==> config.mk <==
export PLATFORM = sky130hd
export DESIGN_NAME = wq2_rptr_flowctl
export DESIGN_NICKNAME = d
export VERILOG_FILES = /design/src/rtl/wq2_rptr_flowctl.sv
export SDC_FILE = /design/constraint.sdc
export NUM_CORES = 1
export LEC_CHECK = 0
export CORE_MARGIN = 4
export CORE_UTILIZATION = 60
export CTS_CLUSTER_SIZE = 24
export DETAILED_ROUTE_END_ITERATION = 6
export DONT_BUFFER_PORTS = 1
export PLACE_DENSITY = 0.73
export SLEW_MARGIN = 25
export SYNTH_ARGS = -nofsm -noshare
export SYNTH_HDL_FRONTEND = slang
export SYNTH_SLANG_ARGS = --single-unit
==> constraint.sdc <==
create_clock -name wclk -period 7.2 [get_ports wclk]
set_clock_uncertainty 0.05 [all_clocks]
set_input_delay 1.44 -clock wclk [delete_from_list [all_inputs] [get_ports wclk]]
set_output_delay 1.44 -clock wclk [all_outputs]
set_load 0.03 [all_outputs]
==> src/rtl/wq2_rptr_flowctl.sv <==
// Write-domain side of an async FIFO: synchronizes the read pointer, derives fill level and
// almost-full, and drives the XOFF/XON pause/resume handshake toward the UART transmitter.
module wq2_rptr_flowctl #(
    parameter int ADDRSIZE    = 4,
    parameter int SYNC_STAGES = 2,
    parameter int HI_MARK     = 12,
    parameter int LO_MARK     = 4
) (
    input  logic                wclk,
    input  logic                wrst_n,
    input  logic [ADDRSIZE:0]   rptr,
    input  logic [ADDRSIZE:0]   wptr,
    input  logic                winc,
    input  logic                wfull,
    input  logic                werr_clr,
    input  logic                wflow_ack,
    output logic [ADDRSIZE:0]   wq2_rptr,
    output logic [ADDRSIZE:0]   wlevel,
    output logic                walmost_full,
    output logic                wxoff_req,
    output logic                wxon_req,
    output logic                wpaused,
    output logic                woverflow,
    output logic                wgray_err
);

    localparam int P = ADDRSIZE + 1;
    localparam logic [P-1:0] DEPTH   = P'(1 << ADDRSIZE);
    localparam logic [P-1:0] HI_LVL  = P'(HI_MARK);
    localparam logic [P-1:0] LO_LVL  = P'(LO_MARK);

    localparam logic [1:0] ST_RUN    = 2'd0;
    localparam logic [1:0] ST_XOFF   = 2'd1;
    localparam logic [1:0] ST_PAUSED = 2'd2;
    localparam logic [1:0] ST_XON    = 2'd3;

    logic [P-1:0] sync_q [SYNC_STAGES];
    logic [P-1:0] sync_d [SYNC_STAGES];
    logic [P-1:0] wlevel_q, wlevel_d;
    logic         walmost_full_q, walmost_full_d;
    logic         woverflow_q, woverflow_d;
    logic         wgray_err_q, wgray_err_d;
    logic [1:0]   state_q, state_d;

    logic [P-1:0] wbin;
    logic [P-1:0] rbin;
    logic         gray_bad;

    function automatic logic [P-1:0] gray2bin(input logic [P-1:0] g);
        logic [P-1:0] b;
        b[P-1] = g[P-1];
        for (int i = P - 2; i >= 0; i--) begin
            b[i] = b[i+1] ^ g[i];
        end
        return b;
    endfunction

    always_comb begin
        sync_d[0] = rptr;
        for (int i = 1; i < SYNC_STAGES; i++) begin
            sync_d[i] = sync_q[i-1];
        end
    end

    assign wq2_rptr = sync_q[SYNC_STAGES-1];
    assign wbin     = gray2bin(wptr);
    assign rbin     = gray2bin(wq2_rptr);

    // Modulo subtract absorbs the pointer wrap; anything above DEPTH means a corrupt pointer.
    always_comb begin
        wlevel_d       = wbin - rbin;
        walmost_full_d = (wlevel_d >= HI_LVL);
        gray_bad       = ($countones(sync_d[SYNC_STAGES-1] ^ wq2_rptr) > 1) ||
                         (wlevel_d > DEPTH);
        wgray_err_d    = (wgray_err_q & ~werr_clr) | gray_bad;
        woverflow_d    = (woverflow_q & ~werr_clr) | (winc & wfull);
    end

    // Flow control reacts to the registered level, so it trails wlevel by one cycle.
    always_comb begin
        state_d = state_q;
        case (state_q)
            ST_RUN:    if (wlevel_q >= HI_LVL) state_d = ST_XOFF;
            ST_XOFF:   if (wflow_ack)          state_d = ST_PAUSED;
            ST_PAUSED: if (wlevel_q <= LO_LVL) state_d = ST_XON;
            ST_XON:    if (wflow_ack)          state_d = ST_RUN;
            default:                           state_d = ST_RUN;
        endcase
    end

    always_ff @(posedge wclk or negedge wrst_n) begin
        if (!wrst_n) begin
            for (int i = 0; i < SYNC_STAGES; i++) begin
                sync_q[i] <= '0;
            end
            wlevel_q       <= '0;
            walmost_full_q <= 1'b0;
            woverflow_q    <= 1'b0;
            wgray_err_q    <= 1'b0;
            state_q        <= ST_RUN;
        end else begin
            for (int i = 0; i < SYNC_STAGES; i++) begin
                sync_q[i] <= sync_d[i];
            end
            wlevel_q       <= wlevel_d;
            walmost_full_q <= walmost_full_d;
            woverflow_q    <= woverflow_d;
            wgray_err_q    <= wgray_err_d;
            state_q        <= state_d;
        end
    end

    assign wlevel       = wlevel_q;
    assign walmost_full = walmost_full_q;
    assign woverflow    = woverflow_q;
    assign wgray_err    = wgray_err_q;
    assign wxoff_req    = (state_q == ST_XOFF);
    assign wxon_req     = (state_q == ST_XON);
    assign wpaused      = (state_q == ST_PAUSED) || (state_q == ST_XON);

endmodule

==> flow_summary.ini, run 1 <==
[placement]
port_buffers = 0
routabilityCongestion = 0.704
placed_area_um2 = 1050
dpl.hpwl_um = 1320
pre_cts_slack_ps = 3480

[floorplanning]
core_area_um2 = 1560
die_y_um = 49.5
io_pins = 32
die_area_um2 = 2450
fp-row-count = 14
initial_core_util = 0.662
die_x_um = 49.5

[synthesis]
seq_area_frac_synth = 0.485
ys.warnings.count = 0
ys_types = 22
synth_area_leaders = dfrtp_1 48%, ha_1 11%, xor2_1 6.8%
syn_inst = 83
avgSynthCellArea_um2 = 12.4
synth_seq_cells = 20
synth_top_cell_area_share = 0.485
netlist_area_um2 = 1030
post-synth-top-area-cell = dfrtp_1
synth_nets = 110

[global_routing]
grt_overflow_total = 0
grt_pass1_vias = 616
grt_use_total = 0.143
grt_antenna_before_repair = 0
grt_max_degree = 21
grt_pass1_wl_um = 2630

[sta]
slew_headroom = 0.504
fin_tns_setup_ps = 0
final.setup.worst_slack_ps = 3800
min_period_over_period = 0.472
tightest_slew_ps = 725
finalHoldViolCount = 0
slew_violations = 0
min_period_ps = 3400
clock.fmax_mhz = 294
rsz0062_at_grt = false
setup_viol = 0

[run]
drv_cap = 0

[setup_path]
cp_slowest_stage_delay_ps = 400
crit_path_max_fanout = 3
critPathKind = primary input to register
required_ps = 7350
crit_path_cell_trace = xor2_2 > xor2_2 > xnor2_2 > xor2_1 > ha_1 > fa_1 > nand2b_1 > a21oi_1 > xnor2_1 > a21bo_2
cp.arrival_ps = 3540
slowest_stage = fa_1
setup.worst_path.start_class = primary input
path_common_cell = xor2_2
worstSetupEndpointType = register

[routing]
vias_per_cell = 5.54
initialDrtViolationCount = 12
vias = 571
post_drt_wl_per_cell_um = 15.3
postRouteAntennaNets = 0
drc_errors = 0
first_pass_iters = 4
totalWireLength_um = 1570

[clock_tree]
cts_tree = built
cts_max_level = 1
numCtsBuffers = 3
cts_hold_buf = 0
cts.sinks = 20
post_cts_buffers = 0
clk_pin_slew_ps = 110
cts_resized = 0
cts_root_buf = clkbuf_4
clock_latency_ps = 300
clk_path_buf_depth = 2

[worst_hold_path]
hp-class = register to register

[finish]
register_area_um2 = 500
nFillCells = 120
diodes = 0
fin_area_um2 = 1090
areaGrowthSynthToFinish_pct = 5.45
multi_input_area_um2 = 494
drive_gt1_frac = 0.149
fin_nets = 115

[power_and_ir_drop]
peakVddDrop_mv = 0.172
power.total_uw = 415
power_density_nw_per_um2 = 382
p_leak_uw = 0.000519

[run_status]
status = finished clean
[Yosys cell counts, drive strengths merged]
cell,number
ha,9
a211oi,2
a21oi,2
inv,10
mux2,1
nand4,1
a2bb2oi,1
xor2,12
a2111oi,1
dfrtp,20
xnor2,5
nand2b,1
o21ai,3
mux2i,1
nor2b,1
or2,1
nor2,6
fa,2
nand2,3
a21bo,1
[per-stage QoR]
step                 util  std cells  hold WS (ps)
floorplan               -         83           322
global placement    0.675         99           330
detailed placement  0.675         99           330
CTS                 0.698        103           357
global route        0.698        103           370
finish              0.698        103           355
[area by class of cell]
cell class,instances,area share
flip-flops and latches,20,0.460
clock buffers,4,0.0333
multi-input cells,53,0.454
inverters,10,0.0345
well taps,16,0.0184
[where the power goes]
group,switching [uW],total [uW],internal (uW)
sequential,62.1,202,140
combinational,85.8,149,63.3
clock,33.5,64.3,30.9
total,181,415,234
[cell families after synthesis]
group,count (synthesis),synth area share
buf+inv,10,0.0364
flops,20,0.485
xor+xnor,17,0.188
mux,2,0.0206
compound gates,10,0.0654
simple gates,13,0.0570
fa+ha+maj,11,0.148
[layer usage]
layer,part of all wire,track usage
met5,0,0
met4,0.0089,0.0691
met3,0.095,0.0361
met2,0.51,0.252
met1,0.38,0.159
[final timing paths]
kind / endpoint / from / depth (start not counted) / slack (ps)
max: walmost_full / wptr[4] / 10 / 3800
min: wq2_rptr[3] / sync_d[3] / 0 / 350
max reg2reg: walmost_full / wq2_rptr[4] / 10 / 4210
min reg2reg: wq2_rptr[3] / sync_d[3] / 0 / 350
max in group asynchronous: wq2_rptr[4] / wrst_n / 0 / 6260
min in group asynchronous: sync_d[2] / wrst_n / 0 / 770
[state kept, by name (all words and copies together), names as in the netlist]
name          count
wgray_err         1
woverflow         1
state_q           2
wq2_rptr          5
sync_d            5
walmost_full      1
wlevel            5
[critical path: cells and delay by family]
kind | cells | cell delay (ps)
fa+ha+maj | 2 | 640
compound gates | 2 | 410
xor+xnor | 5 | 890
simple gates | 1 | 160
[placed cells by master, fill, tap and decap left out, types with 3 or more instances in the layout]
| cell | Yosys | layout |
|---|---|---|
| xnor2_1 | 3 | 3 |
| dfrtp_1 | 20 | 20 |
| clkbuf_4 | 0 | 3 |
| ha_1 | 9 | 9 |
| nand2_1 | 3 | 3 |
| o21ai_0 | 3 | 3 |
| inv_1 | 10 | 10 |
| nor2_1 | 6 | 6 |
| xor2_1 | 8 | 8 |
| xor2_2 | 4 | 4 |
No activity file was read; power rests on OpenSTA's default activity.
==> run 2, diff against run 1 <==
--- a/config.mk
+++ b/config.mk
@@ -6,11 +6,11 @@
 export NUM_CORES = 1
 export LEC_CHECK = 0
 export CORE_MARGIN = 4
-export CORE_UTILIZATION = 60
+export CORE_UTILIZATION = 54
 export CTS_CLUSTER_SIZE = 24
 export DETAILED_ROUTE_END_ITERATION = 6
 export DONT_BUFFER_PORTS = 1
-export PLACE_DENSITY = 0.73
+export PLACE_DENSITY = 0.69
 export SLEW_MARGIN = 25
 export SYNTH_ARGS = -nofsm -noshare
 export SYNTH_HDL_FRONTEND = slang
==> constraint.sdc (replaced) <==
create_clock -name wclk -period 2.8 [get_ports wclk]
set_clock_uncertainty 0.05 [all_clocks]
set_input_delay 0.56 -clock wclk [delete_from_list [all_inputs] [get_ports wclk]]
set_output_delay 0.56 -clock wclk [all_outputs]
set_load 0.03 [all_outputs]
==> flow_summary.ini, run 2 (synthesis gave the netlist of run 1 again) <==
[run_status]
status = finished clean

[clock_tree]
cts_root_buf = clkbuf_4
numCtsBuffers = 3
cts_tree = built
clk_path_buf_depth = 2
cts_max_level = 1
clk_pin_slew_ps = 110
clock_latency_ps = 290
cts.sinks = 20

[global_routing]
grt_use_total = 0.137
grt_overflow_total = 0
grt_max_degree = 21
grt_pass1_vias = 651
grt_pass1_wl_um = 2640
grt_antenna_before_repair = 0

[sta]
min_period_over_period = 0.950
rsz0062_at_grt = false
tightest_slew_ps = 815
hold_slack_ps = 231
min_period_ps = 2660
finalHoldViolCount = 0
setup_viol = 0
clock.fmax_mhz = 376
fin_tns_setup_ps = 0
slew_headroom = 0.455
slew_violations = 0

[setup_path]
r2r_setup_slack_ps = 140
cp.arrival_ps = 2810
setup.worst_path.start_class = register
required_ps = 2950
critPathKind = register to register
crit_path_max_fanout = 3
worstSetupEndpointType = register

[finish]
drive_gt1_frac = 0.235
final_common_cell = dfrtp_1
final_cell_mix = 20 x dfrtp_1, 10 x inv_1, 10 x buf_4, 9 x ha_1, 8 x xor2_1
fin_util = 0.672
fin_nets = 126
areaGrowthSynthToFinish_pct = 14.8
nFillCells = 151
diodes = 0

[routing]
totalWireLength_um = 1720
vias_per_cell = 5.20
drc_errors = 0
vias = 639
initialDrtViolationCount = 9
post_drt_wl_per_cell_um = 14.0
postRouteAntennaNets = 0
first_pass_iters = 4

[power_and_ir_drop]
power_density_nw_per_um2 = 931
p_int_uw = 624
seq_power_share = 0.462
p_clk_frac = 0.147
p_leak_uw = 0.000571
switching_share = 0.435
p_sw_uw = 480
peakVddDrop_mv = 0.539
power.total_uw = 1100
comb_power_share = 0.390

[placement]
dpl.hpwl_um = 1330
port_buffers = 0
routabilityCongestion = 0.679

[run]
drv_cap = 0

[floorplanning]
fp-row-count = 15
die_y_um = 51.7
initial_core_util = 0.585
io_pins = 32
die_area_um2 = 2670
core_area_um2 = 1760
die_x_um = 51.7

[worst_hold_path]
hp-class = primary input to register
[run 2: changes by cell type in the layout (fill, tap and decap cells not counted), sizes merged]
cell,before,now
buf,0,10
dlygate4sd3,0,1
[run 2: layer usage]
metal	routed length [um]	track usage	share of wire
met5	0	0	0
met4	54	0.0655	0.031
met3	148	0.0372	0.086
met2	894	0.242	0.52
met1	620	0.150	0.36
[run 2: cell type report]
| type | count | area (um^2) | share of cell area |
|---|---|---|---|
| multi-input combinational | 53 | 494 | 0.417 |
| clock buffer | 4 | 36.3 | 0.0306 |
| tap | 25 | 31.3 | 0.0264 |
| inverter | 10 | 37.5 | 0.0317 |
| sequential | 20 | 500 | 0.422 |
| timing repair buffer | 11 | 85.1 | 0.0718 |
[run 2: worst paths after layout]
path	startpoint	end	cells after the start
setup / recovery	wq2_rptr[3]	walmost_full	10
hold / removal	rptr[0]	sync_d[0]	0
setup reg to reg	wq2_rptr[3]	walmost_full	10
hold reg to reg	sync_d[0]	wq2_rptr[0]	0
max in group asynchronous	wrst_n	wq2_rptr[4]	1
min in group asynchronous	wrst_n	state_q[1]	1
[run 2: critical path, cell delays in order (launching register included)]
cell	delay [ps]
dfrtp_1	420
xnor2_2	230
xor2_2	240
xor2_2	190
xnor2_1	80
ha_1	200
fa_1	410
nand2b_1	160
a21oi_1	150
xnor2_1	170
a21bo_2	250
[run 2: power by group through the flow]
stage	combinational [uW]	clock, uW	sequential (uW)
final	431	163	510
after global placement	399	0	514
after CTS	423	168	513
after floorplan	333	0	513
after global routing	487	181	519
after detailed placement	412	0	520
[run 2: repair_timing]
action | in CTS | in global routing
buffers inserted | 0 | 3
hold buffers | 1 | 0
gates resized for setup | 0 | 0
endpoints found under the setup margin | 0 | 1
hold endpoints to repair | 20 | 0
[run 2: stage by stage]
stage | setup slack, ps | std cells | cell area, um^2
2_1_floorplan | 75.8 | 83 | 1030
3_3_place_gp | 102 | 115 | 1120
3_5_place_dp | 30.3 | 115 | 1120
4_1_cts | 58.8 | 120 | 1160
5_1_grt | 7.83 | 123 | 1180
6_report | 139 | 123 | 1180
